==> src/rtl/rggen_register_access_initiator_pkg.sv <==
// Shared FSM encodings and elaboration-time helpers for the register access initiator.
package rggen_register_access_initiator_pkg;

   localparam logic [1:0] StIdle     = 2'b00;
   localparam logic [1:0] StAccess   = 2'b01;
   localparam logic [1:0] StResponse = 2'b10;

   // Ceiling log2; clog2(1) == 0.
   function automatic int unsigned clog2(input int unsigned value);
      int unsigned result;
      result = 0;
      for (int i = 0; i < 32; i++) begin
         if ((64'd1 << i) < 64'(value)) begin
            result = i + 1;
         end
      end
      return result;
   endfunction

   // Keeps derived vector widths legal when a count collapses to zero.
   function automatic int unsigned at_least_one(input int unsigned value);
      return (value == 0) ? 1 : value;
   endfunction

endpackage

==> src/rtl/rggen_register_address_decoder.sv <==
// Per-slot word-address compare with lowest-index priority; purely combinational.
module rggen_register_address_decoder
   import rggen_register_access_initiator_pkg::*;
#(
   parameter int unsigned                               ADDRESS_WIDTH    = 8,
   parameter int unsigned                               DATA_WIDTH       = 32,
   parameter int unsigned                               REGISTERS        = 4,
   parameter logic [REGISTERS*ADDRESS_WIDTH-1:0]        REGISTER_ADDRESS = '0
) (
   input  logic [ADDRESS_WIDTH-1:0] address_i,
   output logic [REGISTERS-1:0]     hit_vector_o,
   output logic                     hit_o
);

   // Byte-offset bits inside one data word never take part in the match.
   localparam int unsigned Lsb = clog2(DATA_WIDTH / 8);

   logic found;

   // First matching slot claims the access so the select stays one-hot.
   always_comb begin
      hit_vector_o = '0;
      found        = 1'b0;
      for (int i = 0; i < REGISTERS; i++) begin
         if (!found &&
             ((address_i >> Lsb) == (REGISTER_ADDRESS[i*ADDRESS_WIDTH+:ADDRESS_WIDTH] >> Lsb))) begin
            hit_vector_o[i] = 1'b1;
            found           = 1'b1;
         end
      end
      hit_o = found;
   end

endmodule

==> src/rtl/rggen_register_access_initiator.sv <==
// Bus-side master of the bit-field interface: one host request in flight, decoded to a register,
// driven onto that register's bit-field port, answered with a single held response.
module rggen_register_access_initiator
   import rggen_register_access_initiator_pkg::*;
#(
   parameter int unsigned                        ADDRESS_WIDTH    = 8,
   parameter int unsigned                        DATA_WIDTH       = 32,
   parameter int unsigned                        REGISTERS        = 4,
   parameter logic [REGISTERS*ADDRESS_WIDTH-1:0] REGISTER_ADDRESS = '0,
   parameter int unsigned                        TIMEOUT_CYCLES   = 15,
   parameter bit                                 ERROR_STATUS     = 1'b1
) (
   input  logic                            i_clk,
   input  logic                            i_rst,
   input  logic                            i_request_valid,
   output logic                            o_request_ready,
   input  logic                            i_request_write,
   input  logic [ADDRESS_WIDTH-1:0]        i_request_address,
   input  logic [DATA_WIDTH-1:0]           i_request_write_data,
   input  logic [DATA_WIDTH/8-1:0]         i_request_strobe,
   output logic                            o_response_valid,
   input  logic                            i_response_ready,
   output logic                            o_response_error,
   output logic [DATA_WIDTH-1:0]           o_response_read_data,
   output logic [REGISTERS-1:0]            o_bit_field_valid,
   output logic [DATA_WIDTH-1:0]           o_bit_field_read_mask,
   output logic [DATA_WIDTH-1:0]           o_bit_field_write_mask,
   output logic [DATA_WIDTH-1:0]           o_bit_field_write_data,
   input  logic [REGISTERS-1:0]            i_bit_field_ready,
   input  logic [REGISTERS*DATA_WIDTH-1:0] i_bit_field_read_data
);

   localparam int unsigned CountWidth = at_least_one(clog2(TIMEOUT_CYCLES + 1));

   logic [1:0]            state_q, state_d;
   logic                  write_q, write_d;
   logic [REGISTERS-1:0]  bf_valid_q, bf_valid_d;
   logic [DATA_WIDTH-1:0] read_mask_q, read_mask_d;
   logic [DATA_WIDTH-1:0] write_mask_q, write_mask_d;
   logic [DATA_WIDTH-1:0] write_data_q, write_data_d;
   logic [CountWidth-1:0] count_q, count_d;
   logic                  resp_valid_q, resp_valid_d;
   logic                  resp_error_q, resp_error_d;
   logic [DATA_WIDTH-1:0] resp_data_q, resp_data_d;

   logic [REGISTERS-1:0]  hit_vector;
   logic                  hit;
   logic [DATA_WIDTH-1:0] strobe_mask;
   logic [DATA_WIDTH-1:0] selected_data;
   logic                  access_done;
   logic                  timed_out;

   rggen_register_address_decoder #(
      .ADDRESS_WIDTH    (ADDRESS_WIDTH),
      .DATA_WIDTH       (DATA_WIDTH),
      .REGISTERS        (REGISTERS),
      .REGISTER_ADDRESS (REGISTER_ADDRESS)
   ) u_decoder (
      .address_i    (i_request_address),
      .hit_vector_o (hit_vector),
      .hit_o        (hit)
   );

   // Byte strobes widened to bits, plus the read data and ready of the selected slot only.
   always_comb begin
      strobe_mask   = '0;
      selected_data = '0;
      for (int j = 0; j < DATA_WIDTH; j++) begin
         strobe_mask[j] = i_request_strobe[j/8];
      end
      for (int i = 0; i < REGISTERS; i++) begin
         if (bf_valid_q[i]) begin
            selected_data = selected_data | i_bit_field_read_data[i*DATA_WIDTH+:DATA_WIDTH];
         end
      end
      access_done = |(i_bit_field_ready & bf_valid_q);
      // Expiry is the cycle the counter would reach TIMEOUT_CYCLES; a same-cycle ready wins.
      timed_out   = (TIMEOUT_CYCLES != 0) &&
                    (({1'b0, count_q} + (CountWidth+1)'(1)) == (CountWidth+1)'(TIMEOUT_CYCLES));
   end

   // Next-state for the IDLE -> ACCESS -> RESPONSE handshake and all registered outputs.
   always_comb begin
      state_d      = state_q;
      write_d      = write_q;
      bf_valid_d   = bf_valid_q;
      read_mask_d  = read_mask_q;
      write_mask_d = write_mask_q;
      write_data_d = write_data_q;
      count_d      = count_q;
      resp_valid_d = resp_valid_q;
      resp_error_d = resp_error_q;
      resp_data_d  = resp_data_q;
      case (state_q)
         StIdle: begin
            if (i_request_valid) begin
               write_d      = i_request_write;
               write_data_d = i_request_write_data;
               if (hit) begin
                  state_d      = StAccess;
                  bf_valid_d   = hit_vector;
                  read_mask_d  = {DATA_WIDTH{~i_request_write}};
                  write_mask_d = strobe_mask & {DATA_WIDTH{i_request_write}};
                  count_d      = '0;
               end else begin
                  state_d      = StResponse;
                  resp_valid_d = 1'b1;
                  resp_error_d = ERROR_STATUS;
                  resp_data_d  = '0;
               end
            end
         end
         StAccess: begin
            if (access_done || timed_out) begin
               state_d      = StResponse;
               bf_valid_d   = '0;
               read_mask_d  = '0;
               write_mask_d = '0;
               resp_valid_d = 1'b1;
               resp_error_d = access_done ? 1'b0 : ERROR_STATUS;
               resp_data_d  = (access_done && !write_q) ? selected_data : '0;
            end else if (TIMEOUT_CYCLES != 0) begin
               count_d = count_q + CountWidth'(1);
            end
         end
         StResponse: begin
            if (i_response_ready) begin
               state_d      = StIdle;
               resp_valid_d = 1'b0;
               resp_error_d = 1'b0;
               resp_data_d  = '0;
            end
         end
         default: begin
            state_d = StIdle;
         end
      endcase
   end

   // State registers; reset abandons any access in flight without a response.
   always_ff @(posedge i_clk or posedge i_rst) begin
      if (i_rst) begin
         state_q      <= StIdle;
         write_q      <= 1'b0;
         bf_valid_q   <= '0;
         read_mask_q  <= '0;
         write_mask_q <= '0;
         write_data_q <= '0;
         count_q      <= '0;
         resp_valid_q <= 1'b0;
         resp_error_q <= 1'b0;
         resp_data_q  <= '0;
      end else begin
         state_q      <= state_d;
         write_q      <= write_d;
         bf_valid_q   <= bf_valid_d;
         read_mask_q  <= read_mask_d;
         write_mask_q <= write_mask_d;
         write_data_q <= write_data_d;
         count_q      <= count_d;
         resp_valid_q <= resp_valid_d;
         resp_error_q <= resp_error_d;
         resp_data_q  <= resp_data_d;
      end
   end

   assign o_request_ready        = (state_q == StIdle);
   assign o_response_valid       = resp_valid_q;
   assign o_response_error       = resp_error_q;
   assign o_response_read_data   = resp_data_q;
   assign o_bit_field_valid      = bf_valid_q;
   assign o_bit_field_read_mask  = read_mask_q;
   assign o_bit_field_write_mask = write_mask_q;
   assign o_bit_field_write_data = write_data_q;

endmodule

==> config.mk <==
export PLATFORM = sky130hd
export DESIGN_NAME = rggen_register_access_initiator
export DESIGN_NICKNAME = d
export VERILOG_FILES = /design/src/rtl/rggen_register_access_initiator_pkg.sv /design/src/rtl/rggen_register_address_decoder.sv /design/src/rtl/rggen_register_access_initiator.sv
export SDC_FILE = /design/constraint.sdc
export NUM_CORES = 1
export LEC_CHECK = 0
export BUFFER_PORTS_ARGS = -buffer_cell sky130_fd_sc_hd__buf_2
export CAP_MARGIN = 20
export CORE_AREA = 5 5 120 122
export CTS_BUF_LIST = sky130_fd_sc_hd__clkbuf_2 sky130_fd_sc_hd__clkbuf_4 sky130_fd_sc_hd__clkbuf_8
export DETAILED_ROUTE_END_ITERATION = 10
export DIE_AREA = 0 0 125 127
export HOLD_SLACK_MARGIN = 0.1
export PLACE_DENSITY = 0.64
export SETUP_SLACK_MARGIN = 0.15
export SKIP_LAST_GASP = 1
export SYNTH_ARGS = -nofsm -noshare
export SYNTH_HDL_FRONTEND = slang
export SYNTH_SLANG_ARGS = --single-unit
export TNS_END_PERCENT = 100
==> constraint.sdc <==
create_clock -name i_clk -period 4.1 [get_ports i_clk]
set_clock_uncertainty 0.15 [all_clocks]
set_input_delay 0.41 -clock i_clk [delete_from_list [all_inputs] [get_ports i_clk]]
set_output_delay 0.41 -clock i_clk [all_outputs]
set_load 0.03 [all_outputs]
# Yosys cells after proc, flatten, opt, wreduce, memory -nomap -nowiden
# Cells that the tools add are included.
dict set report word_totals {
  regBits 141
  word_cells 91
}
dict set report classes {
  add_sub_neg 2
  eq_ne 9
  mux 45
  bitwise_logic 6
  n_reduce_logical 19
}
# operator n
set ops {}
lappend ops {{$mux W32} 14}
lappend ops {{$pmux W32 S2} 2}
lappend ops {{$or A32 B32 Y32} 3}
lappend ops {{$pmux W32 S3} 1}
lappend ops {{$and A32 B32 Y32} 1}
lappend ops {{$mux W4} 6}
lappend ops {{$pmux W4 S2} 2}
lappend ops {{$mux W1} 13}
lappend ops {{$ne A2 B2 Y1 const B} 5}
lappend ops {{$logic_not A8 Y1} 1}
lappend ops {{$mux W2} 4}
lappend ops {{$reduce_and A4 Y1} 2}
lappend ops {{$pmux W1 S3} 2}
lappend ops {{$pmux W2 S3} 1}
lappend ops {{$add A4 B1 Y5 const B} 1}
lappend ops {{$eq A5 B4 Y1 const B} 1}
lappend ops {{$reduce_and A5 Y1} 1}
lappend ops {{$add A4 B1 Y4 const B} 1}
lappend ops {{$and A4 B4 Y4} 1}
lappend ops {{$logic_and A1 B1 Y1} 4}
lappend ops {{$logic_not A1 Y1} 4}
lappend ops {{$reduce_or A4 Y1} 1}
lappend ops {{$reduce_and A3 Y1} 1}
lappend ops {{$reduce_bool A3 Y1} 1}
lappend ops {{8 further kinds} 8}

# Longest topological paths before layout
# Gate-level depths: netlist of the first run.
dict set report depth {
  depth_word 14
  ltp_mapped 8
}

# Hierarchy
# A second synthesis of the first run with hierarchy kept.
dict set report hier_totals {
  hier_cells 378
  area_unflattened_um2 4558.1
}
# module instances cells_per_inst area_per_inst_um2
set by_module_without_submodules {}
lappend by_module_without_submodules {rggen_register_access_initiator 1 371 4506.8}
lappend by_module_without_submodules {rggen_register_address_decoder 1 7 51.3}

# Worst setup path after synthesis of the first run
# No wires, ideal clock.
dict set report synth_path {
  path_kind {reg2reg}
  start {reg count_q[0]}
  end {reg resp_data_q[0], in the netlist o_response_read_data[0]}
  setup_ns 0.121
  arrival_ns 1.681
  slack_ns 2.148
  path_stages_with_launch 7
  path_buffers 1
  cell_sequence {dfrtp_1 ha_1 o41a_4 o21ai_4 a21oi_4 buf_6 a22o_1}
}
dict set report synth_via {
  elab_chain_cells 5
}
# element line_no
set synth_rtl {}
lappend synth_rtl {{start: declaration} rggen_register_access_initiator.sv:41} ;# logic [CountWidth-1:0] count_q, count_d;
lappend synth_rtl {{start signal: assignment} rggen_register_access_initiator.sv:160} ;# count_q <= count_d;
lappend synth_rtl {{$add A4 B1 Y5} rggen_register_access_initiator.sv:79} ;# (({1'b0, count_q} + (CountWidth+1)'(1)) == (CountWidth+1)'(TIMEOUT_CYCLES));
lappend synth_rtl {{$eq A5 B4 Y1} rggen_register_access_initiator.sv:79}
lappend synth_rtl {{$logic_or A1 B1 Y1} rggen_register_access_initiator.sv:114} ;# if (access_done || timed_out) begin
lappend synth_rtl {{$ne A2 B2 Y1 (no source line)} -}
lappend synth_rtl {{$reduce_and A5 Y1 (no source line)} -}
lappend synth_rtl {{end signal: assignment} rggen_register_access_initiator.sv:163} ;# resp_data_q <= resp_data_d;
lappend synth_rtl {{end: declaration} rggen_register_access_initiator.sv:44} ;# logic [DATA_WIDTH-1:0] resp_data_q, resp_data_d;
# Every way passes these cells.
# A chain may end at the register's enable or synchronous reset.

# Final worst setup path of the first run
dict set report layout_path {
  start {reg state_q[1]}
  end {reg resp_data_q[9], in the netlist o_response_read_data[9]}
}
dict set report layout_via {
  elab_chain_cells 3
}
# element line_no
set layout_rtl {}
lappend layout_rtl {{start: declaration} rggen_register_access_initiator.sv:35} ;# logic [1:0] state_q, state_d;
lappend layout_rtl {{start signal: assignment} rggen_register_access_initiator.sv:143} ;# state_q <= StIdle;
lappend layout_rtl {{start signal: assignment} rggen_register_access_initiator.sv:154} ;# state_q <= state_d;
lappend layout_rtl {{$eq A2 B1 Y1 (tied with other cells)} rggen_register_access_initiator.sv:94} ;# case (state_q)
lappend layout_rtl {{$ne A2 B2 Y1 (no source line) / $reduce_bool A3 Y1 (equally long branches)} -}
lappend layout_rtl {{$reduce_and A5 Y1 (no source line)} -}
# Several ways; a longest one is shown, not always the timed one.

==> impl_metrics.json, run 1 <==
{
  "netlist_instances": 368,
  "timing.final.hold_violations": 0,
  "layout_common_cells": "buf_2, nand2_1, dfrtp_1",
  "p_leak_nw": 2.825,
  "cts_buffer_depth": 2,
  "layout_commonest_cell": "buf_2",
  "hpwl_um": 7795,
  "rsz0062_at_grt": "false",
  "grtUsageTotal": 0.1400,
  "cp.arrival_ns": 2.52,
  "synth.distinct_cells": 38,
  "grt_pass1_wl_um": 17770,
  "root_buffer": "clkbuf_8",
  "fin_ws_ns": 1.725,
  "antenna_found_initial": 0,
  "critPathMaxStageDelay_ns": 0.82,
  "finalInstanceArea_um2": 5321,
  "row_count": 42,
  "status": "finished clean",
  "place_ws_ns": 1.734,
  "hold_path_class": "in2reg",
  "yosysWarnings": 0,
  "clock_latency_ns": 0.36,
  "die_w_um": 125,
  "crit_family": "compound AO/OA/AOI/OAI gates",
  "grt_use_met2": 0.2233,
  "finalCritPeriodShare": 0.5792,
  "setup-tns-final_ns": 0,
  "crit_type": "reg2reg",
  "first_pass_iters": 4,
  "path_clk_slew_ns": 0.08,
  "seq_power_share": 0.417,
  "viasPerCell": 4.413,
  "final_cells": 763,
  "grt_pass1_vias": 3477,
  "p_int_mw": 1.488,
  "cp_slowest_cell": "dfrtp_1",
  "synth_edf_count": 0,
  "cap_violations": 0,
  "area_growth_syn_to_layout_pct": 44.41,
  "seq_area_frac_synth": 0.5365,
  "grt_max_degree": 50,
  "period_needed_ns": 2.375,
  "dp_cells": 684,
  "use_met1": 0.1632,
  "whs_path_depth": 3,
  "reg2reg_depth": 4,
  "h-tree-depth": 3,
  "gr-total-overflow": 0,
  "numCtsBuffers": 9,
  "finalMaxSlewViolations": 0,
  "p_clk_frac": 0.294,
  "drtAntennaViolNets": 0,
  "setup_viol": 0,
  "clock_sinks": 79,
  "antennaDiodeCount": 0,
  "die-area_um2": 15880,
  "grt.busiest_layer": "met2",
  "p_per_area_nw_per_um2": 430.1,
  "place_area_um2": 4459,
  "cp_max_fo": 33,
  "start_kind": "flip-flop",
  "core_um2": 13090,
  "synth_area_um2": 3685,
  "syn_avg_cell_area_um2": 10.01,
  "io_pins": 316,
  "p_sw_uw": 800.4,
  "wl_per_cell_um": 14.69,
  "die_h_um": 127,
  "fmax_mhz": 421.1,
  "worst-path-buf-inv": 0,
  "path_cells": "a311o_1, a21oi_1, a21oi_4, a22o_1",
  "wl_um": 11210,
  "initial_core_util": 0.2816,
  "drive_above_1_share": 0.4123,
  "ys.flop_type": "dfrtp_1",
  "final_util": 0.4067,
  "grt.met3_usage": 0.04716,
  "vias": 3367,
  "remaining_drc_errors": 0,
  "cp_data_required_time_ns": 4.25,
  "num-fill-cells": 1259,
  "cp_num_cells": 4,
  "nNetsFinal": 765,
  "drt-initial-drc-count": 134,
  "pwr-share-comb": 0.289,
  "numPortBuffers": 211,
  "ys_async_sr_fraction": 1.000,
  "cts_tree": "done",
  "irDropWorstVdd_mv": 0.2328,
  "crit_path_end_kind": "flip-flop",
  "gp_congestion": 0.7547,
  "synth_seq_cells": 79,
  "swShare": 0.3498,
  "slew_headroom": 0.4091,
  "power_mw": 2.288,
  "worstMarginPinSlew_ns": 0.8844,
  "whs_ns": 0.1242
}
## worst register-to-register path, delay by kind of cell, from the launching register on
family | cells | cell delay, ns
AO/OA/AOI/OAI | 4 | 1.35
flip-flops | 1 | 0.82
## what timing repair did
item,4_1_cts,5_1_grt
gates resized for setup,0,0
hold endpoints to repair,110,0
hold buffers,63,0
buffers inserted,0,0
## sequential cells by signal (all words and copies together), names as in the netlist, 2 cells and up
name / flops
o_response_read_data: 32
state_q: 2
count_q: 4
o_bit_field_write_mask: 4
o_bit_field_write_data: 32
## Yosys cell counts (3+ instances only)
cell	instances	share of area
o22ai_1	4	0.0068
o21ai_1	7	0.0095
a22o_1	32	0.076
clkbuf_1	6	0.0061
a21oi_1	5	0.0068
buf_2	6	0.0081
o21a_1	3	0.0061
nor3_1	3	0.0041
a22oi_1	5	0.010
nand2b_1	4	0.0068
nand2_1	109	0.11
buf_6	3	0.0092
inv_1	6	0.0061
buf_4	62	0.13
dfrtp_1	79	0.54
nor2_1	8	0.0081
## per-layer routing
metal | vias to the layer above | wire, um
met5 | - | 0
met4 | 0 | 432
met3 | 26 | 1053
met2 | 187 | 5122
met1 | 1567 | 4602
li1 | 1587 | -
## final cells by class
type | count | area, um^2 | share of cell area
clock buffer | 13 | 166.4 | 0.03127
sequential | 79 | 1977 | 0.3715
clock inverter | 3 | 65.06 | 0.01223
multi-input combinational | 206 | 1145 | 0.2151
timing repair buffer | 278 | 1717 | 0.3226
tap | 176 | 220.2 | 0.04138
inverter | 8 | 31.28 | 0.005878
## final timing paths
check | startpoint | endpoint | slack [ns]
worst max-delay path | state_q[1] | o_response_read_data[9] | 1.73
worst min-delay path | i_request_write_data[28] | o_bit_field_write_data[28] | 0.12
worst max register to register | state_q[1] | o_response_read_data[9] | 1.73
worst min register to register | o_bit_field_write_data[2] | o_bit_field_write_data[2] | 0.33
max in group asynchronous | i_rst | o_bit_field_write_data[3] | 2.28
min in group asynchronous | i_rst | o_bit_field_write_data[27] | 0.59
## kinds of logic (layout without fill, tap and decap cells)
| logic type | count (synthesis) | after routing | share of synthesized area |
|---|---|---|---|
| AND/OR/NAND/NOR | 134 | 134 | 0.1491 |
| buffers and inverters | 85 | 302 | 0.1579 |
| flip-flops | 79 | 79 | 0.5365 |
| AO/OA/AOI/OAI | 66 | 66 | 0.1460 |
| adder cells (fa/ha/maj) | 2 | 2 | 0.006790 |
| other | 1 | 3 | 0.001018 |
| multiplexers | 1 | 1 | 0.002717 |
## power groups by stage
stage          Clock, mW  Sequential, mW  Combinational [mW]
2_1_floorplan          0            1.11               0.290
3_3_place_gp           0           0.965               0.611
3_5_place_dp           0           0.966               0.621
4_1_cts            0.704           0.954               0.666
5_1_grt            0.735           0.970               0.719
6_report           0.674           0.954               0.661
Power figures use the tool's default switching activity.
==> run 2: changes to the inputs <==
Settings changed: ABC_AREA set to 1, CORE_AREA 5 5 120 122 to 5 5 118 120, DIE_AREA 0 0 125 127 to 0 0 123 125, PLACE_DENSITY 0.64 to 0.66.
Clock period 4.1 ns to 2.39 ns, I/O delays scaled along.
==> impl_metrics.json, run 2 <==
{
  "worstMarginPinSlew_ns": 0.7151,
  "root_buffer": "clkbuf_8",
  "irDropWorstVdd_mv": 0.8186,
  "yosys.area.top_type": "dfrtp_1",
  "setup-tns-final_ns": 0,
  "p_int_mw": 2.936,
  "die_h_um": 125,
  "multi_input_area_um2": 1114,
  "hold_path_class": "in2reg",
  "layout_common_cells": "nand2_1, buf_2, dfrtp_1",
  "clock_latency_ns": 0.35,
  "grt_pass1_vias": 3334,
  "timing.final.hold_violations": 0,
  "initial_core_util": 0.2870,
  "synth.area.top_cells": "dfrtp_1, nand2_1, buf_4",
  "gp_congestion": 0.7353,
  "ys_async_sr_fraction": 1.000,
  "swShare": 0.4494,
  "fmax_mhz": 479.8,
  "seq_power_share": 0.356,
  "synth.distinct_cells": 26,
  "wl_per_cell_um": 12.51,
  "cts_setup_buffers": 0,
  "nNetsFinal": 845,
  "cts_tree": "done",
  "ys.flop_type": "dfrtp_1",
  "remaining_drc_errors": 0,
  "synth_top_area_frac": 0.5350,
  "grt_pass1_wl_um": 16510,
  "syn_avg_cell_area_um2": 8.553,
  "drt-initial-drc-count": 106,
  "gr-total-overflow": 0,
  "antennaDiodeCount": 0,
  "regArea_um2": 1977,
  "slew_headroom": 0.5232,
  "path_cells": "dlygate4sd3_1, buf_2, nor2_1, dlygate4sd3_1, nand4_4, or2_4, o21ai_2",
  "cts_buffer_depth": 2,
  "numCtsBuffers": 9,
  "path_clk_slew_ns": 0.08,
  "status": "finished clean",
  "vias": 3390,
  "drtAntennaViolNets": 0,
  "p_per_area_nw_per_um2": 970.8,
  "numPortBuffers": 211,
  "cp.arrival_ns": 2.21,
  "grtUsageTotal": 0.1352,
  "hpwl_um": 6816,
  "row_count": 42,
  "synth_edf_count": 0,
  "yosys.cell_count.top_type": "nand2_1",
  "first_pass_iters": 4,
  "finalCritPeriodShare": 0.8720,
  "cap_violations": 0,
  "critPathMaxStageDelay_ns": 0.61,
  "crit_type": "in2reg",
  "h-tree-depth": 3,
  "rsz0062_at_grt": "false",
  "layout_commonest_cell": "nand2_1",
  "io_pins": 316,
  "wl_um": 10540,
  "pwr-share-comb": 0.430,
  "cp_data_required_time_ns": 2.52,
  "p_sw_mw": 2.396,
  "die_w_um": 123,
  "p_clk_frac": 0.214,
  "core_um2": 12870,
  "die-area_um2": 15380,
  "final_util": 0.4265,
  "viasPerCell": 4.021,
  "drive_above_1_share": 0.3673,
  "clock_sinks": 79,
  "yosysWarnings": 0,
  "synth_area_um2": 3695,
  "antenna_found_initial": 0,
  "area_growth_syn_to_layout_pct": 48.63,
  "cp_slowest_cell": "dlygate4sd3_1",
  "cp_max_fo": 8,
  "p_leak_nw": 3.291,
  "whs_ns": 0.1384,
  "num-fill-cells": 1252,
  "crit_path_end_kind": "flip-flop",
  "setup_viol": 0,
  "cp_common_cell": "dlygate4sd3_1",
  "finalMaxSlewViolations": 0,
  "grt_max_degree": 80,
  "netlist_instances": 432,
  "synthTopCellsByCount": "nand2_1, dfrtp_1, buf_4",
  "synth_seq_cells": 79,
  "seq_area_frac_synth": 0.5350,
  "period_needed_ns": 2.084,
  "start_kind": "input port"
}
-- run 2: cell types whose count changed in the layout (fill, tap and decap cells not counted), moves of 5 or more --
| cell | change |
|---|---|
| dlygate4sd3_1 | +13 |
| o21ai_1 | -7 |
| a22oi_1 | -5 |
| nand2_1 | +109 |
| o21ai_0 | +6 |
| a22o_1 | -32 |
| inv_1 | +13 |
| nand3_1 | +5 |
-- run 2: critical path: cells and delay by family --
kind            cells  cell delay [ns]
buf+inv             3             1.24
compound gates      1             0.11
simple gates        3             0.60
-- run 2: worst paths after layout --
path,startpoint,end,slack (ns),cells past startpoint
worst min-delay path,i_request_address[2],state_q[0],0.14,4
max in group asynchronous,i_rst,o_bit_field_write_data[8],1.35,4
worst min register to register,o_response_read_data[7],o_response_read_data[7],0.32,2
worst max register to register,count_q[0],o_response_read_data[17],0.44,9
worst max-delay path,i_request_address[4],o_bit_field_write_mask[23],0.31,7
min in group asynchronous,i_rst,o_response_read_data[11],0.37,4
-- run 2: timing repair --
item,4_1_cts,5_1_grt
gates resized for setup,0,1
hold buffers,76,0
setup endpoints to repair,0,34
endpoints found under the hold margin,152,0
-- run 2: kinds of logic after synthesis --
kind of cell    synth area share
simple gates              0.2658
compound gates           0.02201
flops                     0.5351
other cells             0.001015
fa+ha+maj               0.006772
buf+inv                   0.1693
-- run 2: power by group through the flow --
stage	combinational, mW	clock, mW	sequential, mW
2_1_floorplan	1.11	0	2.52
3_3_place_gp	2.19	0	1.92
3_5_place_dp	2.22	0	1.90
4_1_cts	2.31	1.20	1.89
5_1_grt	2.49	1.25	1.95
6_report	2.29	1.14	1.90
-- run 2: per-layer routing --
metal / vias to the layer above / wire [um] / track usage
met4: 0 / 283 / 0.06059
li1: 1700 / - / -
met3: 28 / 1058 / 0.04291
met2: 171 / 4784 / 0.2158
met1: 1491 / 4418 / 0.1663
met5: - / 0 / 0
-- run 2: area by class of cell --
| type | count | area share |
|---|---|---|
| clock buffer | 10 | 0.02506 |
| clock inverter | 6 | 0.01663 |
| inverter | 21 | 0.01549 |
| multi-input combinational | 259 | 0.2028 |
| sequential | 79 | 0.3600 |
| tap | 176 | 0.04010 |
| timing repair buffer | 292 | 0.3399 |
-- run 2: through the flow --
step,total power [mW],setup WS (ns),instance area [um^2],cells
4_1_cts,5.400,0.1701,5484,843
5_1_grt,5.687,0.2243,5492,843
3_3_place_gp,4.106,0.2035,4494,751
6_report,5.331,0.3059,5492,843
3_5_place_dp,4.123,0.1931,4494,751
2_1_floorplan,3.634,0.7348,3706,434
==> run 3: changes to the inputs <==
Settings changed: ABC_AREA 1 to not set, CORE_AREA 5 5 118 120 to 5 5 119 121, DIE_AREA 0 0 123 125 to 0 0 124 126, PLACE_DENSITY 0.66 to 0.65.
==> impl_metrics.json, run 3 (synthesis results as in run 1) <==
{
  "clock_sinks": 79,
  "cp-startpoint": "count_q[1]",
  "hpwl_um": 7566,
  "grt_max_degree": 80,
  "grt_pass1_wl_um": 18090,
  "grt.busiest_layer": "met2",
  "cp-endpoint": "o_response_read_data[17]",
  "grt.met3_usage": 0.04395,
  "finalMaxSlewViolations": 0,
  "fin_ws_ns": 0.2579,
  "start_kind": "flip-flop",
  "core_um2": 12980,
  "setup_viol": 0,
  "row_count": 42,
  "wl_um": 11510,
  "hold_path_class": "in2reg",
  "gp_congestion": 0.7383,
  "die-area_um2": 15620,
  "fmax_mhz": 469.0,
  "cts_tree": "done",
  "p_per_area_nw_per_um2": 691.1,
  "layout_commonest_cell": "buf_2",
  "cap_violations": 0,
  "gr-total-overflow": 0,
  "status": "finished clean",
  "p_leak_nw": 2.844,
  "timing.rr.start": "count_q[1]",
  "rsz0062_at_grt": "false",
  "root_buffer": "clkbuf_8",
  "cp.arrival_ns": 2.21,
  "path_clk_slew_ns": 0.09,
  "wl_per_cell_um": 14.87,
  "vias": 3442,
  "final_util": 0.4172,
  "first_pass_iters": 4,
  "period_needed_ns": 2.132,
  "cp_data_required_time_ns": 2.47,
  "die_w_um": 124,
  "antenna_found_initial": 0,
  "die_h_um": 126,
  "numCtsBuffers": 9,
  "nNetsFinal": 776,
  "grt_use_met2": 0.2510,
  "timing.final.hold_violations": 0,
  "viasPerCell": 4.447,
  "drt-initial-drc-count": 108,
  "reg2reg_depth": 7,
  "h-tree-depth": 3,
  "area_growth_syn_to_layout_pct": 46.96,
  "drtAntennaViolNets": 0,
  "remaining_drc_errors": 0,
  "initial_core_util": 0.2839,
  "irDropWorstVdd_mv": 0.3917,
  "layout_common_cells": "buf_2, nand2_1, dfrtp_1",
  "drive_above_1_share": 0.4114,
  "antennaDiodeCount": 0,
  "num-fill-cells": 1255,
  "crit_type": "reg2reg",
  "place_ws_ns": 0.04676,
  "grtUsageTotal": 0.1481,
  "clock_latency_ns": 0.35,
  "slew_headroom": 0.5514,
  "crit_path_end_kind": "flip-flop",
  "cts_buffer_depth": 2,
  "grt_pass1_vias": 3555,
  "cp_max_fo": 17,
  "finalCritPeriodShare": 0.8921,
  "setup-tns-final_ns": 0,
  "r2r-end": "o_response_read_data[17]",
  "use_met1": 0.1746,
  "numPortBuffers": 211,
  "io_pins": 316,
  "worstMarginPinSlew_ns": 0.6729,
  "r2r_slack_ns": 0.26
}
==> run 3: changes by cell type in the layout (fill, tap and decap cells not counted), sizes merged, moves of 3 or more <==
cell,change
nand2,-109
a22o,+32
inv,-13
a21oi,+6
a22oi,+5
dlygate4sd3,-5
nand3,-5
nand2b,+4
nand4,-4
o22ai,+4
o21a,+3
==> run 3: per-layer routing <==
| layer | vias up | routed length, um |
|---|---|---|
| met5 | - | 0 |
| met4 | 0 | 284 |
| met3 | 20 | 1180 |
| met2 | 182 | 5547 |
| met1 | 1630 | 4495 |
| li1 | 1610 | - |
==> run 3: through the flow <==
step	power (mW)	std cells	area, um^2	hold slack [ns]
6_report	3.742	774	5415	0.2351
2_1_floorplan	2.405	370	3696	0.1944
4_1_cts	3.776	773	5393	0.2212
3_3_place_gp	2.706	685	4482	0.2460
3_5_place_dp	2.729	685	4482	0.2594
5_1_grt	3.975	774	5415	0.2989
==> run 3: layout make-up <==
class                      instances  area [um^2]  area share
clock buffer                      10        137.6     0.02542
clock inverter                     6        46.29    0.008549
inverter                           8        33.78    0.006238
multi-input combinational        207         1164      0.2149
sequential                        79         1977      0.3651
tap                              176        220.2     0.04067
timing repair buffer             288         1837      0.3392
==> run 3: worst min-delay path by stage <==
stage	startpoint	to	cells after the start
after global placement	i_rst	o_bit_field_write_data[23]	3
after detailed placement	i_rst	o_bit_field_write_data[23]	3
after CTS	i_request_address[2]	count_q[3]	5
after floorplan	i_request_write_data[0]	o_bit_field_write_data[0]	2
final	i_request_address[2]	count_q[3]	5
after global routing	i_request_valid	write_q	5
==> run 3: repair_timing <==
item | CTS | global route
endpoints found under the hold margin | 150 | 0
setup endpoints to repair | 33 | 33
cloned | 1 | 0
pin swaps | 1 | 3
hold buffers | 71 | 0
gates resized for setup | 1 | 1
buffers inserted | 0 | 1
==> run 3: worst max-delay path, cell delays in order (launching register included) <==
cell	delay [ns]
dfrtp_1	0.44
ha_2	0.22
nand2b_1	0.16
o21a_1	0.24
o21ai_4	0.28
a21oi_4	0.10
buf_12	0.17
a22o_1	0.24
==> run 3: power breakdown <==
part	internal (mW)	switching, mW	total, mW
clock	0.409	0.511	0.920
combinational	0.415	0.782	1.20
sequential	1.50	0.124	1.62
